`config.mk`:
```
export PLATFORM = sky130hd
export DESIGN_NAME = ebus_diag_responder
export DESIGN_NICKNAME = d
export VERILOG_FILES = /design/src/rtl/ebus_diag_pkg.sv /design/src/rtl/ebus_diag_responder.sv
export SDC_FILE = /design/constraint.sdc
export NUM_CORES = 1
export LEC_CHECK = 0
export BUFFER_PORTS_ARGS = -buffer_cell sky130_fd_sc_hd__buf_2
export CORE_MARGIN = 3
export CORE_UTILIZATION = 57
export CTS_CLUSTER_SIZE = 8
export DETAILED_ROUTE_END_ITERATION = 10
export PLACE_DENSITY = 0.91
export SETUP_SLACK_MARGIN = 0.02
export SYNTH_ARGS = -nofsm -noshare
export SYNTH_HDL_FRONTEND = slang
export SYNTH_SLANG_ARGS = --single-unit
```
`constraint.sdc`:
```
create_clock -name clk -period 6 [get_ports clk]
set_clock_uncertainty 0.2 [all_clocks]
set_input_delay 0.6 -clock clk [delete_from_list [all_inputs] [get_ports clk]]
set_output_delay 0.6 -clock clk [all_outputs]
set_load 0.02 [all_outputs]
```
`src/rtl/ebus_diag_pkg.sv`:
```
// Shared types and ds field positions for the EBUS diagnostic responder.
// All EBUS words and ds fields use big-endian [0:N] bit numbering.
package ebus_diag_pkg;

  typedef enum logic [1:0] {
    IDLE,
    READ,
    WAITLOW
  } tDiagState;

  localparam int DS_WRITE_BIT = 4;
  localparam int DS_IDX_MSB   = 5;
  localparam int DS_IDX_LSB   = 6;

  typedef bit [0:35] tEbusWord;

endpackage

```
`src/rtl/ebus_diag_responder.sv`:
```
// Target-side EBUS diagnostic responder: owns eight function codes starting at
// DS_BASE, writes four diagnostic registers and drives reads onto EBUS data.
module ebus_diag_responder
  import ebus_diag_pkg::*;
#(
  parameter logic [0:6] DS_BASE     = 7'o040,
  parameter int         HOLD_CYCLES = 2
) (
  input  logic       clk,
  input  logic       rstN,
  input  logic [0:6] ds,
  input  logic       diagStrobe,
  input  tEbusWord   dataIn,
  output tEbusWord   dataOut,
  output logic       driving,
  output tEbusWord   diagReg0,
  output tEbusWord   diagReg1,
  output tEbusWord   diagReg2,
  output tEbusWord   diagReg3,
  output logic [0:3] wrPulse
);

  localparam logic [3:0] HOLD_LOAD = 4'(HOLD_CYCLES - 1);

  tDiagState  state;
  logic       strobe_q;
  logic [3:0] hold_cnt;
  tEbusWord   diag_reg [4];

  logic       rise;
  logic       match;
  logic       is_read;
  logic [1:0] idx;

  // Only the upper four ds bits identify this board; the low three pick the function.
  always_comb begin
    rise    = diagStrobe & ~strobe_q;
    match   = (ds[0:3] == DS_BASE[0:3]);
    is_read = ds[DS_WRITE_BIT];
    idx     = ds[DS_IDX_MSB:DS_IDX_LSB];
  end

  always_ff @(posedge clk or negedge rstN) begin
    if (!rstN) begin
      state    <= IDLE;
      strobe_q <= 1'b0;
      hold_cnt <= '0;
      driving  <= 1'b0;
      dataOut  <= '0;
      wrPulse  <= '0;
      for (int i = 0; i < 4; i++) begin
        diag_reg[i] <= '0;
      end
    end else begin
      strobe_q <= diagStrobe;
      wrPulse  <= '0;
      case (state)
        IDLE: begin
          if (rise && match) begin
            if (is_read) begin
              dataOut  <= diag_reg[idx];
              driving  <= 1'b1;
              hold_cnt <= HOLD_LOAD;
              state    <= READ;
            end else begin
              diag_reg[idx] <= dataIn;
              wrPulse[idx]  <= 1'b1;
              state         <= WAITLOW;
            end
          end
        end
        // The window lasts until both the hold time has expired and the strobe is low.
        READ: begin
          if (hold_cnt != 4'd0) begin
            hold_cnt <= hold_cnt - 4'd1;
          end
          if (hold_cnt == 4'd0 && !diagStrobe) begin
            driving <= 1'b0;
            dataOut <= '0;
            state   <= IDLE;
          end
        end
        WAITLOW: begin
          if (!diagStrobe) begin
            state <= IDLE;
          end
        end
        default: state <= IDLE;
      endcase
    end
  end

  assign diagReg0 = diag_reg[0];
  assign diagReg1 = diag_reg[1];
  assign diagReg2 = diag_reg[2];
  assign diagReg3 = diag_reg[3];

endmodule

```
==> impl_results.md, run 1 <==
* All-layer global routing usage at 0.265
* Worst slew pin tran at between 1000 and 1500 ps
* Final Util at 0.724
* Compound-cell area share of the yosys netlist at 0.0277
* # rows at between 40 and 50
* Seq/Total Area, Yosys at 0.543
* WL final at ~22000 um
* Static Leak at a little under 6 nW
* Synthesized flop and latch total at around 190
* Routing usage on met2 at 0.436
* 1st-iter DRT viols at ~410
* DRC at 0
* Multi-input gate area at around 3700 um^2
* Critical Path Start Type: input pin
* Setup_tns at 0 ps
* FILL cells at 954
* Total global routing overflow at 0
* CP max FO at 38
* Initial antenna violation count at 0
* Switching share of power at 0.268
* Initial Utilization at 0.595
* Met1 Usage GRT at 0.354
* Final ANT Viol Nets at 0
* Die Ht at about 130 um
* Die width at 131 um
* # IOs at ~230
* Internal Power at between 0.002 and 0.0025 W
* Avg WL per Cell at 21.9 um
* Vias after detailed routing at approximately 5700
* Die area at around 17000 um^2
* Tcrit/Tclk final at 0.572
* Num CTS Buffers at 17
* Min Tclk post-route at 3430 ps
* Fraction of layout cells with a size suffix above 1 at 0.568
* Worst Hold Class: input pin to register
* P per Cell Area at roughly 290 nW/um^2
* Clk network pwr share at 0.396
* CP peak stage delay at ~790 ps
* Vias in the first global route at roughly 6000
* Met3 Track Usage GR at 0.0589
* Core area at between 10000 and 15000 um^2
* Synth Flop Type: dfrtp_1
* Final Hold Fails at 0
* Slowest cell on crit path: buf_2
* First-pass GRT wire length at approximately 34000 um
* Post-synth EDFFs at 0
* NumNets Final at 840
* H-tree depth at 4
* Psw at 0.000844 W
* Largest family of logic cells by synthesized area: multiplexers
* DP HPWL at roughly 15000 um
* PortBufs at 230
* Count of different cell masters after synthesis at 35
* Clk slew on worst S/H paths at ~70 ps
* CP arrival at ~3500 ps
* RSZ-0062 raised after global routing: no
* Hold slack at 149 ps
* Pre-Repair DR Iteration Count at 4
* Async SR Flop Fraction at 1.00
* Slew HR at 0.285
* Final worst slack at about 2600 ps
* Comb pwr share at 0.145
* Max-cap viol count at 0
* Synth Area in Adders at 0.00283
* Crit path kind: input pin to register
* P&R area growth vs syn at 21.5%
* Largest net degree at the start of global routing at 70
* Worst path buffer plus inverter count at 2
* Via/cell ratio at slightly below 6
* Mux contribution to synthesized area at 0.353
* Status: finished, final reports clean
* Max Slew Vio Count at 0
* Synth Warn # at 0
* Sequential power share at 0.458
* Register area at 4800 um^2
* Crit-path cells: buf_2 -> or4b_1 -> nor4_4 -> buf_4 -> mux2_2
* Commonest non-fill, non-tap cells in the layout: buf_2 (229), dfrtp_1 (192), mux2_4 (80)
* Worst skew pair latency at between 400 and 500 ps
* IR drop worst, VDD at about 250 uV
* TritonCTS clock tree: built
* XOR/XNOR share of the synthesized area at 0
* Mapped Area at 8850 um^2
* Syn_area_per_cell at 15.6 um^2
* Final RePlAce weighted congestion at slightly above 0.8
* Clock Tree Root: clkbuf_16
* Clk sinks at between 150 and 200
* Global routing's busiest layer: met2
* Crit path capture type: register
* Critical Path RT at a little over 6000 ps
* Worst-case clock buffer depth at 2
* Place WS at around 2100 ps
* Commonest non-fill, non-tap cell in the layout: buf_2
* Synth Net Count at 614
* Synth Area in Simple Gates at 0.0300
* Post-Syn Instances at between 500 and 600
* Fmax at 291 MHz
* Crit path max-delay family: simple AND/OR/NAND/NOR gates
* Final number of setup-violating endpoints at 0
[cell usage after synthesis, types with 2 or more instances]
cell type / count / area share
inv_1: 40 / 0.017
o221ai_1: 3 / 0.0030
mux2_2: 60 / 0.076
buf_6: 12 / 0.015
a21oi_1: 2 / 0.0011
o21ai_0: 37 / 0.021
nor4_4: 4 / 0.0096
nand2_1: 8 / 0.0034
mux2_1: 4 / 0.0051
mux2_4: 80 / 0.14
or4b_1: 3 / 0.0034
nand2b_1: 3 / 0.0021
mux2i_1: 39 / 0.044
dfrtp_1: 192 / 0.54
ha_1: 2 / 0.0028
buf_2: 6 / 0.0034
buf_1: 3 / 0.0013
nor3_1: 2 / 0.0011
mux4_2: 36 / 0.092
nor2_1: 2 / 0.00085
clkbuf_1: 14 / 0.0059
[area by class of cell]
type / count / share of cell area
diodes: 1 / 0.000233
clock buffers: 17 / 0.0395
clock inverters: 15 / 0.0212
inverters: 40 / 0.0140
multi-input cells: 298 / 0.340
flip-flops and latches: 192 / 0.447
well taps: 184 / 0.0214
repair buffers: 243 / 0.117
[repair_timing]
action / 4_1_cts / 5_1_grt
hold buffers: 1 / 0
hold endpoints to repair: 59 / 0
resized for setup: 0 / 0
buffers inserted: 0 / 0
[state kept, by name, indices dropped and copies added, names as in the netlist]
register	flops
hold_cnt	4
diagReg3	36
driving	1
diagReg1	36
diagReg0	36
state	2
dataOut	36
wrPulse	4
strobe_q	1
diagReg2	36
[routing by layer]
metal  part of all wire  up-vias
met4              0.016        0
met3              0.054       26
met1               0.42     3031
met5                  0        -
met2               0.51      194
li1                   -     2495
[logic make-up (layout without fill, tap and decap cells)]
kind of cell / count (synthesis) / after routing
muxes: 219 / 219
DFF: 192 / 192
buffers and inverters: 76 / 315
AOI/OAI and AO/OA: 45 / 45
and+or+nand+nor: 32 / 32
adders and majority gates: 2 / 2
other: 0 / 1
[per-stage QoR]
stage / instances / area, um^2 / power, W
3_5_place_dp: 956 / 10100 / 0.00192
3_3_place_gp: 956 / 10100 / 0.00190
2_1_floorplan: 566 / 8850 / 0.00174
5_1_grt: 989 / 10800 / 0.00326
4_1_cts: 989 / 10800 / 0.00317
6_report: 990 / 10800 / 0.00315
[power groups by stage]
stage          clock, W  combinational [W]  sequential, W
3_5_place_dp          0           0.000459        0.00146
4_1_cts         0.00127           0.000463        0.00144
6_report        0.00125           0.000457        0.00144
2_1_floorplan         0           0.000225        0.00151
5_1_grt         0.00131           0.000499        0.00145
3_3_place_gp          0           0.000445        0.00146
[final timing paths]
path | end | slack, ps | startpoint | depth (start not counted)
min in group asynchronous | diagReg3[2] | 500 | rstN | 2
max | diagReg2[4] | 2570 | ds[5] | 5
min | strobe_q | 150 | diagStrobe | 1
max reg2reg | diagReg1[34] | 2750 | strobe_q | 4
min reg2reg | driving | 320 | driving | 2
max in group asynchronous | dataOut[6] | 3800 | rstN | 3
(Power assumes the default switching activity.)
==> inputs of run 2 (changes only) <==
- CORE_UTILIZATION: 57 -> 53
- PLACE_DENSITY: 0.91 -> 0.86
- clock period: 6 -> 3.5 ns (I/O delays scaled with it)
==> run 2 against run 1 <==
  * Global-route usage is 1.9 points lower
  * Highest routed layer is now met5
  * Count of clock-buffer cells in the layout is 2 higher
  * Die area is 7.2% higher
==> impl_results.md, run 2 (same netlist as run 1, synthesis figures left out) <==
* Status: finished, final reports clean
* P&R area growth vs syn at 24.2%
* Final RePlAce weighted congestion at 0.800 (-1.1%)
* TritonCTS clock tree: built
* Psw at 0.00143 W (+69%)
* Die Ht at 135 um (+3.5%)
* Global routing's busiest layer: met2
* Cell Count, Final, Fillers Out at 1043 (+5.4%)
* Clk sinks at 192 (unchanged)
* Min Tclk post-route at 2780 ps
* Max Slew Vio Count at 0 (unchanged)
* PortBufs at 230 (unchanged)
* Internal Power at 0.00376 W (+63%)
* Clk slew on worst S/H paths at 70 ps (about the same)
* Num CTS Buffers at 17 (unchanged)
* Commonest non-fill, non-tap cells in the layout: buf_2 (229), dfrtp_1 (192), mux2_4 (80)
* Vias after detailed routing at 5761 (+0.26%)
* Post-CTS Setup Inserts at 0 (unchanged)
* Die area at 18300 um^2 (+7.2%)
* Worst slew pin tran at 808 ps (-265 ps)
* Vias in the first global route at 6017 (-0.81%)
* Fraction of layout cells with a size suffix above 1 at 0.554 (-0.0139)
* IR drop worst, VDD at 344 uV (+36%)
* Commonest non-fill, non-tap cell in the layout: buf_2
* Via/cell ratio at 5.52 (-4.8%)
* Worst-case clock buffer depth at 2 (unchanged)
* Comb pwr share at 0.154 (+0.009)
* Pre-Repair DR Iteration Count at 4 (unchanged)
* All-layer global routing usage at 0.246 (-0.0191)
* Critical Path RT at 3600 ps (-2510 ps)
* Die width at 135 um (+3.5%)
* Tcrit/Tclk final at 0.794
* Post-Place Cells at 991 (+3.7%)
* Clk network pwr share at 0.370 (-0.026)
* # IOs at 231 (unchanged)
* Max-cap viol count at 0 (unchanged)
* 1st-iter DRT viols at 326 (-20%)
* Routing usage on met2 at 0.409 (-0.0263)
* Switching share of power at 0.275 (+0.00689)
* # rows at 46 (+4.5%)
* P per Cell Area at 472 nW/um^2 (+61%)
* Clock Tree Root: clkbuf_16
* WL final at 22100 um (+1.9%)
* Met3 Track Usage GR at 0.0650 (+0.00606)
* Largest net degree at the start of global routing at 73 (+4.3%)
* Static Leak at 5.93 nW (+1.3%)
* Final Hold Fails at 0 (unchanged)
* Sequential power share at 0.475 (+0.017)
* Crit path kind: input pin to register
* Initial antenna violation count at 1 (+1)
* Worst Hold Class: input pin to register
* Met1 Usage GRT at 0.325 (-0.0297)
* Worst skew pair latency at 420 ps (about the same)
* Final number of setup-violating endpoints at 0 (unchanged)
* Crit path capture type: register
* Setup_tns at 0 ps (unchanged)
* Initial Utilization at 0.549 (-0.0462)
* DRC at 0 (unchanged)
* CP arrival at 2880 ps (-660 ps)
* CP max FO at 37 (-2.6%)
* ANT cells at 0 (-1)
* First-pass GRT wire length at 34800 um (+1.8%)
* Critical Path Start Type: input pin
* Total global routing overflow at 0 (unchanged)
* Avg WL per Cell at 21.2 um (-3.3%)
* H-tree depth at 4 (unchanged)
* DP HPWL at 14500 um (-0.17%)
* NumNets Final at 864 (+2.9%)
* Fmax at between 300 and 400 MHz
* Core area at 16100 um^2 (+8.4%)
* RSZ-0062 raised after global routing: no
* Slew HR at 0.454 (+0.169)
* Final ANT Viol Nets at 0 (unchanged)
## run 2: cell type report
class	instances	area, um^2
Fill cell	1099	5120
Sequential cell	192	4800
Multi-Input combinational cell	298	3660
Timing Repair Buffer	267	1530
Clock buffer	19	443
Tap cell	216	270
Inverter	40	150
Clock inverter	11	133
## run 2: critical path, cell delays in order
cell and delay [ps]:
dlygate4sd3_1 530, buf_2 160, or4b_1 680, nor4_4 400
buf_12 320, mux2_2 380
## run 2: power by group through the flow
stage | clock network, W | logic (W) | registers [W]
6_report | 0.00192 | 0.000800 | 0.00246
5_1_grt | 0.00204 | 0.000870 | 0.00248
4_1_cts | 0.00195 | 0.000806 | 0.00246
3_5_place_dp | 0 | 0.000782 | 0.00250
3_3_place_gp | 0 | 0.000767 | 0.00250
2_1_floorplan | 0 | 0.000385 | 0.00260
## run 2: path summary, 6_finish.rpt
| path | startpoint | endpoint | slack [ps] | depth (start not counted) |
|---|---|---|---|---|
| setup / recovery | diagStrobe | diagReg0[4] | 720 | 6 |
| hold / removal | dataIn[24] | diagReg2[24] | 20 | 2 |
| setup reg to reg | strobe_q | diagReg0[4] | 860 | 4 |
| hold reg to reg | diagReg2[27] | diagReg2[27] | 330 | 1 |
| max in group asynchronous | rstN | diagReg1[21] | 2010 | 3 |
| min in group asynchronous | rstN | diagReg2[1] | 310 | 2 |
## run 2: per-stage QoR
| stage | utilization | cell area, um^2 | power [W] | hold slack (ps) | setup slack (ps) |
|---|---|---|---|---|---|
| 2_1_floorplan | - | 8850 | 0.00298 | -146 | 1050 |
| 3_3_place_gp | 0.633 | 10200 | 0.00326 | 206 | 876 |
| 3_5_place_dp | 0.633 | 10200 | 0.00329 | 209 | 830 |
| 4_1_cts | 0.682 | 11000 | 0.00522 | 2.69 | 762 |
| 5_1_grt | 0.682 | 11000 | 0.00539 | 5.12 | 643 |
| 6_report | 0.682 | 11000 | 0.00518 | 16.5 | 722 |
## run 2: per-layer routing
metal,share of wire,up-vias
met4,0.0072,2
met2,0.51,186
met3,0.066,15
met5,0.00041,-
met1,0.42,3017
li1,-,2541
## run 2: repair_timing
action                                 4_1_cts  5_1_grt
setup endpoints to repair                    0        0
endpoints found under the hold margin      132        0
resized for setup                            0        0
hold buffers                                22        0
==> inputs of run 3 (changes only) <==
- clock period: 3.5 -> 2.7 ns (I/O delays scaled with it)
==> run 3 against run 2 <==
  * Sequential power increased by 30%
  * Non-clock buffer count is 27 higher
  * Critical endpoint is now diagReg2[28]
  * Highest routed layer is now met4
  * Register-to-register slack got worse by 670 ps
  * Power up 31%
  * Flip-flop and latch count is the same
==> impl_results.md, run 3 (same netlist as run 1, synthesis figures left out) <==
* Status: finished, final reports clean
* WL final at 22500 um (+2.1%)
* Via/cell ratio at 5.58 (+0.95%)
* Final Hold Fails at 0 (unchanged)
* Met3 WL at 1610 um (+10%)
* Vias after detailed routing at 5983 (+3.9%)
* NumNets Final at 891 (+3.1%)
* Core area at 16100 um^2 (unchanged)
* Final RePlAce weighted congestion at 0.809 (+1.1%)
* Final worst slack at 125 ps (-597 ps)
* Sequential power share at 0.470 (-0.005)
* Worst skew pair latency at 420 ps (about the same)
* DP HPWL at 15200 um (+4.5%)
* Internal Power at 0.00501 W (+33%)
* H-tree depth at 4 (unchanged)
* # rows at 46 (unchanged)
* Crit path kind: input pin to register
* CP max FO at 17 (-54%)
* Largest net degree at the start of global routing at 71 (-2.7%)
* First-pass GRT wire length at 35200 um (+1.1%)
* Commonest non-fill, non-tap cell in the layout: buf_2
* P per Cell Area at 601 nW/um^2 (+28%)
* Cell Count, Final, Fillers Out at 1073 (+2.9%)
* Total global routing overflow at 0 (unchanged)
* CP arrival at 2680 ps (-200 ps)
* FILL cells at 1111 (+1.1%)
* Tcrit/Tclk final at 0.954
* Final Util at 0.701 (+0.0193)
* Metal2 WL at 11300 um (+1.3%)
* Die Ht at 135 um (unchanged)
* Vias in the first global route at 6304 (+4.8%)
* Top Metal Used: met4
* Critical Path Start Type: input pin
* Initial antenna violation count at 3 (+2)
* Switching share of power at 0.263 (-0.0116)
* Clock Tree Root: clkbuf_16
* Slew HR at 0.456 (+0.00150)
* All-layer global routing usage at 0.250 (+0.00473)
* Die area at 18300 um^2 (unchanged)
* IR drop worst, VDD at 468 uV (+36%)
* Commonest non-fill, non-tap cells in the layout: buf_2 (229), dfrtp_1 (192), mux2_4 (80)
* Psw at 0.00179 W (+26%)
* Worst Hold Class: input pin to register
* Max-cap viol count at 0 (unchanged)
* Setup_tns at 0 ps (unchanged)
* Post-CTS Setup Inserts at 0 (unchanged)
* Static Leak at 6.06 nW (+2.2%)
* Clk sinks at 192 (unchanged)
* Clk slew on worst S/H paths at 60 ps (about the same)
* Worst-case clock buffer depth at 2 (unchanged)
* Die width at 135 um (unchanged)
* Fmax at between 300 and 400 MHz
* Avg WL per Cell at 21.0 um (-0.73%)
* Worst slew pin tran at 817 ps (+9.13 ps)
* Comb pwr share at 0.159 (+0.005)
* Crit path capture type: register
* Num CTS Buffers at 17 (unchanged)
* TritonCTS clock tree: built
* Pre-Repair DR Iteration Count at 5 (+1)
* P&R area growth vs syn at 27.7%
* Worst r2r path cells at 5 (+1)
* Final number of setup-violating endpoints at 0 (unchanged)
* Initial Utilization at 0.549 (unchanged)
* Max Slew Vio Count at 0 (unchanged)
* DRC at 0 (unchanged)
* Clk network pwr share at 0.371 (about the same)
* Post-Place Cells at 1001 (+1.0%)
* Metal1 wirelength at 9160 um (-1.0%)
* Min-Delay Path Depth at 4 (+2)
* Final ANT Viol Nets at 0 (unchanged)
* 1st-iter DRT viols at 302 (-7.4%)
* Critical Path RT at 2810 ps (-790 ps)
* Place WS at 189 ps (-642 ps)
* Fraction of layout cells with a size suffix above 1 at 0.542 (-0.0117)
* PortBufs at 230 (unchanged)
* Min Tclk post-route at 2570 ps
* # IOs at 231 (unchanged)
* RSZ-0062 raised after global routing: no
[run 3: changes by cell type in the layout (fill, tap and decap cells not counted)]
cell / previous run / this run
buf_12: 3 / 7
buf_4: 12 / 17
buf_6: 0 / 1
bufinv_16: 2 / 3
clkbuf_1: 1 / 6
clkbuf_8: 2 / 3
clkinv_2: 1 / 0
clkinv_4: 3 / 0
diode_2: 0 / 3
dlygate4sd3_1: 22 / 39
inv_6: 3 / 0
[run 3: metal layers]
layer,track usage,vias to the layer above
li1,-,2603
met1,0.323,3121
met2,0.413,227
met3,0.0684,32
met4,0.0851,0
met5,0,-
[run 3: final timing paths]
| path | from | to | slack (ps) |
|---|---|---|---|
| max | diagStrobe | diagReg2[28] | 130 |
| min | ds[0] | state[0] | 70 |
| max reg2reg | strobe_q | diagReg2[28] | 190 |
| min reg2reg | diagReg3[34] | diagReg3[34] | 320 |
| max in group asynchronous | rstN | dataOut[9] | 1420 |
| min in group asynchronous | rstN | diagReg2[3] | 220 |
[run 3: layout make-up]
type | count | area [um^2] | share of cell area
multi-input cells | 298 | 3660 | 0.324
diodes | 3 | 7.51 | 0.000664
well taps | 216 | 270 | 0.0239
flip-flops and latches | 192 | 4800 | 0.425
clock inverters | 5 | 105 | 0.00930
inverters | 40 | 150 | 0.0133
repair buffers | 294 | 1830 | 0.162
clock buffers | 25 | 475 | 0.0421
[run 3: through the flow]
stage | hold WS, ps | instance area (um^2) | power, W
global placement | 117 | 10300 | 0.00425
global route | 92.5 | 11300 | 0.00706
CTS | 63.2 | 11300 | 0.00685
detailed placement | 121 | 10300 | 0.00428
floorplan | -226 | 8850 | 0.00386
finish | 70.5 | 11300 | 0.00680
[run 3: worst max-delay path, stage by stage]
cell and delay, ps:
dlygate4sd3_1 510, buf_2 150, or4b_1 460, buf_4 210, nor4_4 350, buf_4 360, mux2_2 370
[run 3: power groups by stage]
| stage | sequential, W | clock (W) | combinational [W] |
|---|---|---|---|
| 2_1_floorplan | 0.00336 | 0 | 0.000499 |
| 3_3_place_gp | 0.00324 | 0 | 0.00101 |
| 3_5_place_dp | 0.00325 | 0 | 0.00104 |
| 4_1_cts | 0.00320 | 0.00257 | 0.00108 |
| 5_1_grt | 0.00322 | 0.00267 | 0.00117 |
| 6_report | 0.00320 | 0.00252 | 0.00108 |
[run 3: repair_timing]
action                                 CTS  global route
resized for setup                        0             1
endpoints found under the hold margin  211             0
hold buffers                            39             0
setup endpoints to repair                0             1
